[config.mk]
export PLATFORM = sky130hd
export DESIGN_NAME = rope_electro_sequencer
export DESIGN_NICKNAME = d
export VERILOG_FILES = /design/src/rtl/rope_electro_sequencer.sv
export SDC_FILE = /design/constraint.sdc
export NUM_CORES = 1
export LEC_CHECK = 0
export CAP_MARGIN = 30
export CELL_PAD_IN_SITES_DETAIL_PLACEMENT = 1
export CELL_PAD_IN_SITES_GLOBAL_PLACEMENT = 1
export CORE_UTILIZATION = 31
export CTS_BUF_LIST = sky130_fd_sc_hd__clkbuf_8 sky130_fd_sc_hd__clkbuf_16
export DETAILED_ROUTE_END_ITERATION = 8
export PLACE_DENSITY_LB_ADDON = 0.1
export REMOVE_ABC_BUFFERS = 1
export SLEW_MARGIN = 20
export SYNTH_ARGS = -nofsm -noshare
export SYNTH_HDL_FRONTEND = slang
export SYNTH_SLANG_ARGS = --single-unit
export TNS_END_PERCENT = 30
[constraint.sdc]
create_clock -name clk -period 2.2 [get_ports clk]
set_input_delay 0.66 -clock clk [delete_from_list [all_inputs] [get_ports clk]]
set_output_delay 0.66 -clock clk [all_outputs]
set_load 0.02 [all_outputs]
[src/rtl/rope_electro_sequencer.sv]
// Rope electrification sequencer: picks one rope pseudo-randomly, shows it as
// WARN then LIVE for frame-counted windows, and turns a monkey touching the
// LIVE rope into a single-cycle shock event.
module rope_electro_sequencer #(
    parameter int unsigned ROPES       = 6,
    parameter int unsigned IDLE_FRAMES = 90,
    parameter int unsigned WARN_FRAMES = 30,
    parameter int unsigned LIVE_FRAMES = 60,
    parameter logic [7:0]  LFSR_SEED   = 8'hA5
) (
    input  logic                 clk,
    input  logic                 reset,
    input  logic                 startOfFrame,
    input  logic                 enable,
    input  logic [ROPES-1:0]     monkeyCollision,
    output logic [ROPES*2-1:0]   electroStatus,
    output logic [2:0]           activeRope,
    output logic                 liveN,
    output logic                 shockPulse,
    output logic [2:0]           shockRope
);

    typedef enum logic [1:0] {
        S_IDLE = 2'd0,
        S_PICK = 2'd1,
        S_WARN = 2'd2,
        S_LIVE = 2'd3
    } state_t;

    localparam logic [6:0] IDLE_LAST = 7'(IDLE_FRAMES - 1);
    localparam logic [6:0] WARN_LAST = 7'(WARN_FRAMES - 1);
    localparam logic [6:0] LIVE_LAST = 7'(LIVE_FRAMES - 1);
    localparam logic [3:0] ROPES_W   = 4'(ROPES);
    localparam logic [2:0] LAST_ROPE = 3'(ROPES - 1);

    state_t     r_state,       w_state_nxt;
    logic [6:0] r_frame_cnt,   w_frame_cnt_nxt;
    logic [7:0] r_lfsr,        w_lfsr_nxt;
    logic [2:0] r_active_rope, w_active_rope_nxt;
    logic [2:0] r_prev_rope,   w_prev_rope_nxt;
    logic       r_shock_pulse, w_shock_pulse_nxt;
    logic [2:0] r_shock_rope,  w_shock_rope_nxt;

    logic [6:0] w_frame_last;
    logic       w_frame_done;
    logic [7:0] w_coll_pad;
    logic       w_hit;
    logic [3:0] w_raw;
    logic [3:0] w_folded;
    logic [2:0] w_pick;

    // Fibonacci LFSR x^8+x^6+x^5+x^4+1, free-running regardless of enable.
    assign w_lfsr_nxt = {r_lfsr[6:0], r_lfsr[7] ^ r_lfsr[5] ^ r_lfsr[4] ^ r_lfsr[3]};

    // Collision vector padded to 8 so any 3-bit rope index is in range.
    assign w_coll_pad = 8'(monkeyCollision);
    assign w_hit      = w_coll_pad[r_active_rope];

    // Terminal frame count for the current state.
    always_comb begin
        case (r_state)
            S_IDLE:  w_frame_last = IDLE_LAST;
            S_WARN:  w_frame_last = WARN_LAST;
            S_LIVE:  w_frame_last = LIVE_LAST;
            default: w_frame_last = '0;
        endcase
    end

    assign w_frame_done = startOfFrame && (r_frame_cnt == w_frame_last);

    // Rope choice: fold LFSR bits into range, then step past the previous rope.
    always_comb begin
        w_raw    = {1'b0, r_lfsr[2:0]};
        w_folded = (w_raw >= ROPES_W) ? (w_raw - ROPES_W) : w_raw;
        w_pick   = w_folded[2:0];
        if (w_folded == {1'b0, r_prev_rope}) begin
            w_pick = ((w_folded + 4'd1) == ROPES_W) ? 3'd0 : (w_folded[2:0] + 3'd1);
        end
    end

    // Next-state and registered-output logic for the sequencer FSM.
    always_comb begin
        w_state_nxt       = r_state;
        w_frame_cnt_nxt   = r_frame_cnt;
        w_active_rope_nxt = r_active_rope;
        w_prev_rope_nxt   = r_prev_rope;
        w_shock_pulse_nxt = 1'b0;
        w_shock_rope_nxt  = r_shock_rope;

        case (r_state)
            S_IDLE: begin
                if (enable && startOfFrame) begin
                    if (w_frame_done) begin
                        w_state_nxt     = S_PICK;
                        w_frame_cnt_nxt = '0;
                    end else begin
                        w_frame_cnt_nxt = r_frame_cnt + 7'd1;
                    end
                end
            end
            S_PICK: begin
                w_frame_cnt_nxt = '0;
                if (!enable) begin
                    w_state_nxt = S_IDLE;
                end else begin
                    w_active_rope_nxt = w_pick;
                    w_prev_rope_nxt   = w_pick;
                    w_state_nxt       = S_WARN;
                end
            end
            S_WARN: begin
                if (!enable) begin
                    w_state_nxt     = S_IDLE;
                    w_frame_cnt_nxt = '0;
                end else if (startOfFrame) begin
                    if (w_frame_done) begin
                        w_state_nxt     = S_LIVE;
                        w_frame_cnt_nxt = '0;
                    end else begin
                        w_frame_cnt_nxt = r_frame_cnt + 7'd1;
                    end
                end
            end
            S_LIVE: begin
                // Disable beats a shock; a shock beats the frame timer.
                if (!enable) begin
                    w_state_nxt     = S_IDLE;
                    w_frame_cnt_nxt = '0;
                end else if (w_hit) begin
                    w_shock_pulse_nxt = 1'b1;
                    w_shock_rope_nxt  = r_active_rope;
                    w_state_nxt       = S_IDLE;
                    w_frame_cnt_nxt   = '0;
                end else if (startOfFrame) begin
                    if (w_frame_done) begin
                        w_state_nxt     = S_IDLE;
                        w_frame_cnt_nxt = '0;
                    end else begin
                        w_frame_cnt_nxt = r_frame_cnt + 7'd1;
                    end
                end
            end
            default: begin
                w_state_nxt     = S_IDLE;
                w_frame_cnt_nxt = '0;
            end
        endcase
    end

    // State and datapath registers; reset returns every output to idle.
    always_ff @(posedge clk) begin
        if (reset) begin
            r_state       <= S_IDLE;
            r_frame_cnt   <= '0;
            r_lfsr        <= LFSR_SEED;
            r_active_rope <= '0;
            r_prev_rope   <= LAST_ROPE;
            r_shock_pulse <= 1'b0;
            r_shock_rope  <= '0;
        end else begin
            r_state       <= w_state_nxt;
            r_frame_cnt   <= w_frame_cnt_nxt;
            r_lfsr        <= w_lfsr_nxt;
            r_active_rope <= w_active_rope_nxt;
            r_prev_rope   <= w_prev_rope_nxt;
            r_shock_pulse <= w_shock_pulse_nxt;
            r_shock_rope  <= w_shock_rope_nxt;
        end
    end

    // Per-rope status decode straight from the registered state.
    always_comb begin
        electroStatus = '0;
        for (int unsigned i = 0; i < ROPES; i++) begin
            if (3'(i) == r_active_rope) begin
                if (r_state == S_WARN) begin
                    electroStatus[2*i +: 2] = 2'b01;
                end else if (r_state == S_LIVE) begin
                    electroStatus[2*i +: 2] = 2'b10;
                end
            end
        end
    end

    assign liveN      = (r_state != S_LIVE);
    assign activeRope = r_active_rope;
    assign shockPulse = r_shock_pulse;
    assign shockRope  = r_shock_rope;

endmodule

---- Yosys cells after proc, flatten, opt, wreduce, memory -nomap -nowiden ----
Cells that the tools add are included.
cells by class
  add/sub/neg operators ................... 4
  magnitude comparators ................... 2
  eq/ne operators ......................... 18
  muxes and demuxes ....................... 33
  bitwise logic cells ..................... 5
  reductions and logical operators ........ 8
operators with widths
  cell                   count
  $mux W7                6
  $mux W2                18
  $pmux W7 S4            1
  $pmux W7 S3            1
  $ne A4 B4 Y1 const B   2
  $pmux W2 S4            1
  $add A7 B1 Y7 const B  1
  $eq A7 B7 Y1           1
  $eq A2 B3 Y1 const A   2
  $eq A3 B3 Y1 const A   2
  $mux W3                2
  $ne A2 B2 Y1 const B   3
  $ne A3 B3 Y1 const B   2
  $reduce_and A6 Y1      1
  $add A4 B1 Y4 const B  1
  $eq A2 B2 Y1 const B   2
  $eq A4 B3 Y1           1
  $eq A4 B3 Y1 const B   1
  $lt A3 B4 Y1 const B   1
  $mux W4                1
  $sub A3 B3 Y4 const B  1
  $add A3 B1 Y3 const B  1
  $bmux W1 S3            1
  $eq A1 B3 Y1 const A   1
  11 further kinds       16
word-level totals
  register bits after elaboration ......... 27
  input port bits ......................... 10
  output and inout port bits .............. 20
  logic and storage cells ................. 77

---- Logic depth before layout (Yosys ltp) ----
  depth after elaboration ................. 9
  gate-level depth with buffers ........... 7
  mapped depth without buffers ............ 7

---- Least setup slack after synthesis ----
Ideal clock, no wire load.
  kind .................................... reg2out
  from .................................... register r_state[1]
  to ...................................... output electroStatus[1]
  arrival time ............................ 1.297 ns
  data required time ...................... 1.540 ns
  setup slack ............................. 0.243 ns
  stages on the path, launching flop included .. 4
  path buffers ............................ 1
  cells stage by stage .................... dfxtp_1 > buf_4 > nand2_2 > nor4_1
on the way
  cells in the longest elaborated chain, start to end .. 4
  elaborated cells between the ends (all ways) .. 5
  those cells by class .................... 2 x eq/ne; 3 x mux
ends and longest elaborated chain
  item                    RTL line  RTL
  from (decl)             36        state_t r_state, w_state_nxt;
  from (signal assigned)  161       r_state <= w_state_nxt;
  $eq A2 B2 Y1            178       end else if (r_state == S_LIVE) begin
  $mux W2                 178
  $mux W2 (*)             176       if (r_state == S_WARN) begin
  $mux W2 (*)             175       if (3'(i) == r_active_rope) begin
  to (decl)               16        output logic [ROPES*2-1:0] electroStatus,
Mark *: on every way between the ends. The rest lies on a longest branch, timed or not.

---- Worst setup path in the final report ----
  from .................................... register r_active_rope[1] (netlist: activeRope[1])
  to ...................................... output activeRope[1]
RTL lines
  item                    RTL line  RTL
  from (decl)             39        logic [2:0] r_active_rope, w_active_rope_nxt;
  from (signal assigned)  164       r_active_rope <= w_active_rope_nxt;
  to (decl)               17        output logic [2:0] activeRope,
No word-level cell between the ends.

==> results.md <==
* Status: finished, final reports clean
* Worst Path Buf+Inv at 2
* Hold WC Path Type: reg2reg
* Hold Startpoint: r_lfsr[6]$_SDFF_PP0_
* Slowest-stage cell, CP: clkdlybuf4s50_1
* Fill cell count at between 500 and 600
* Tmin final at 2110 ps
* Worst-path clk slew at roughly 100 ps
* Final Power at around 1000 uW
* Max Freq at approximately 470 MHz
* Root Buffer: clkbuf_8
* Maximum vdd drop at 0.419 mV
* Sequential area share after synthesis at about a third
* WL/cell at ~15 um
* Initial DRT Pass Iterations at 4
* Worst-Margin Slew at approximately 420 ps
* Residual DRC at 0
* Stages on worst setup path at 2
* Total grt overflow at 0
* Crit path from: activeRope[1]$_SDFFE_PP0P_
* Final Skew at between 7 and 8 ps
* Area leader, netlist: dfxtp_1
* DIE HEIGHT at a little over 70 um
* Top-area cell type share of the netlist area at around a third
* Fin cells at between 200 and 300
* Worst slew margin at between 70 and 80%
* Pre-CTS setup slack at -132 ps
* Chip width at 72.7 um
* Initial Utilization at around a third
* PostCTS Resize Cnt at 14
* Yosys cell types at 52
* # IOs at 30
* Avg Vias per Cell at 5.04
* Skew-Pair Late Insertion Delay at between 200 and 300 ps
* HPWL after DPL at about 3500 um
* Cell Area, Synth at approximately 1600 um2
* RD Place Congestion at around 0.84
* Routed vias at around 1,500
* Initial antenna violation count at 0
* H-tree depth at 1
* WHS Path Cells at 1
* Max Cap Viol at 0
* Post-Route WL at approximately 4400 um
* Cells after DPL at 290
* Top cells by area, synth: dfxtp_1 34%, nor3_1 4.2%, nor2_1 4.1%
* Clock Sinks at 26
* # Post-CTS Setup Buffers at 0
* CTS tree: yes
* Max Root-Sink Buffers at 2
* Core footprint at approximately 4800 um2
* CP delay by family, top: buffers and inverters
* Pins over their slew limit at 0
* Post-synth top flop: dfxtp_1
* Crit-path cells: buf_4 -> clkdlybuf4s50_1
* Post-place instance area at a little over 2000 um2
* Setup crit start kind: flip-flop
* First-pass GRT wire length at 7420 um
* Clock buffer count from CTS at 3
* Antenna-violating nets left at 0
* Port bufs at 29
* Layout Area Growth over Synthesis at 34.8%
* RSZ-0062 raised after global routing: false
* Cells after synthesis at around 180
* Share of cells above drive strength 1 at about a fifth
* Largest net degree at the start of global routing at 16
* Hold buffers post-CTS at 0
* Critical Path Sink Type: primary output
* R2R depth at 6
* Leakage at 0.000815 uW
* Vias in the first global route at 1,534
* Critical Path RT at 1540 ps
* Mean Syn Cell Area at ~8.5 um2
* Slowest stage delay, CP at about 600 ps
* Period utilization at between 90% and 100%
* Final nets at approximately 240
* Final hold vios at 0
* Setup TNS at 0 ps
* Power density over the cells at 500 nW/um2
* Worst reg2reg startpoint: r_state[1]$_SDFFE_PP0P_
* DRT iter0 DRCs at 63
* GRT Overall Usage at 18.1%
* Row count at 25
* Die ar. at between 5000 and 6000 um2
* Seq cells post-synth at 26
* Setup CP Type: reg2out
* Setup ws final at ~90 ps
* Setup violations, final at 0
* Post-synth EDFFs at 0
* Synth warn at 0
* Asr flop ratio synth at 0%
* Crit-path max FO at 7
* Final instance area at approximately 2100 um2
* Critical path data arrival time at ~1500 ps
* Antenna Diode Count at 0
[registers in the layout (all words and copies together) (netlist names)]
| signal | count |
|---|---|
| r_state | 2 |
| activeRope | 3 |
| r_lfsr | 8 |
| r_prev_rope | 2 |
| r_frame_cnt | 7 |
| shockPulse | 1 |
| shockRope | 3 |
[cell usage after synthesis (all sizes together), types with 4 or more instances]
cell and count:
dfxtp 26, nor2 17, nor3 14, nand2 13, nand3 10, buf 8
nor2b 8, inv 7, a21oi 6, nand2b 6, a31oi 5, mux2i 5
xnor2 5, o21ai 4, or2 4
[layer usage]
layer  part of all wire (%)  GRT usage, %  vias to the layer above  wire (um)
met5                      0             0                        -          0
met4                   0.97          5.45                        0         43
met3                    2.5          2.07                        4        112
met2                     48          30.9                       21       2140
met1                     48          23.8                      713       2140
li1                       -             -                      743          -
[logic make-up after synthesis]
kind of cell / count (synthesis) / share of synthesized area (%)
AND/OR/NAND/NOR: 82 / 27.5
AO/OA/AOI/OAI: 38 / 21.2
flip-flops: 26 / 33.5
buffers and inverters: 18 / 6.13
XOR/XNOR: 8 / 4.52
multiplexers: 7 / 4.68
adder cells (fa/ha/maj): 3 / 2.42
[through the flow]
| step | hold slack, ps | util [%] |
|---|---|---|
| finish | 427 | 44.0 |
| global route | 450 | 44.0 |
| CTS | 434 | 43.8 |
| detailed placement | 406 | 42.6 |
| global placement | 397 | 42.6 |
| floorplan | 389 | - |
[final timing paths]
check / end / slack [ps]
setup / recovery: activeRope[1] / 90
hold / removal: r_lfsr[7]$_SDFF_PP1_ / 430
setup reg to reg: r_state[0]$_SDFFE_PP0P_ / 470
hold reg to reg: r_lfsr[7]$_SDFF_PP1_ / 430
[worst register-to-register path, stage by stage (launching register included)]
cell       delay, ps
dfxtp_1          430
buf_4            240
nor3_1           100
nor3_4           200
o2111ai_4        150
or4_1            440
o31ai_1           80
[placed cells by master, fill, tap and decap left out, drive strengths merged, types with 5 or more instances in the layout]
| cell type | instances |
|---|---|
| a21oi | 6 |
| a31oi | 5 |
| buf | 22 |
| clkdlybuf4s50 | 17 |
| dfxtp | 26 |
| dlygate4sd2 | 12 |
| inv | 7 |
| mux2i | 5 |
| nand2 | 13 |
| nand2b | 6 |
| nand3 | 10 |
| nor2 | 17 |
| nor2b | 8 |
| nor3 | 14 |
| xnor2 | 5 |
[layout make-up]
cell class	count	area, um2	area share, %
multi-input combinational	138	942	45.0
sequential	26	524	25.1
timing repair buffer	51	440	21.1
tap	67	83.8	4.01
clock buffer	3	41.3	1.97
clock inverter	1	30.0	1.44
inverter	8	30.0	1.44
[where the power goes]
| group | leakage [uW] | internal, uW | total [uW] | switching (uW) |
|---|---|---|---|---|
| combinational | 0.000565 | 70.5 | 140 | 69.1 |
| clock | 0.0000357 | 244 | 400 | 157 |
| sequential | 0.000214 | 487 | 507 | 19.7 |
No activity file was read; power rests on OpenSTA's default activity.
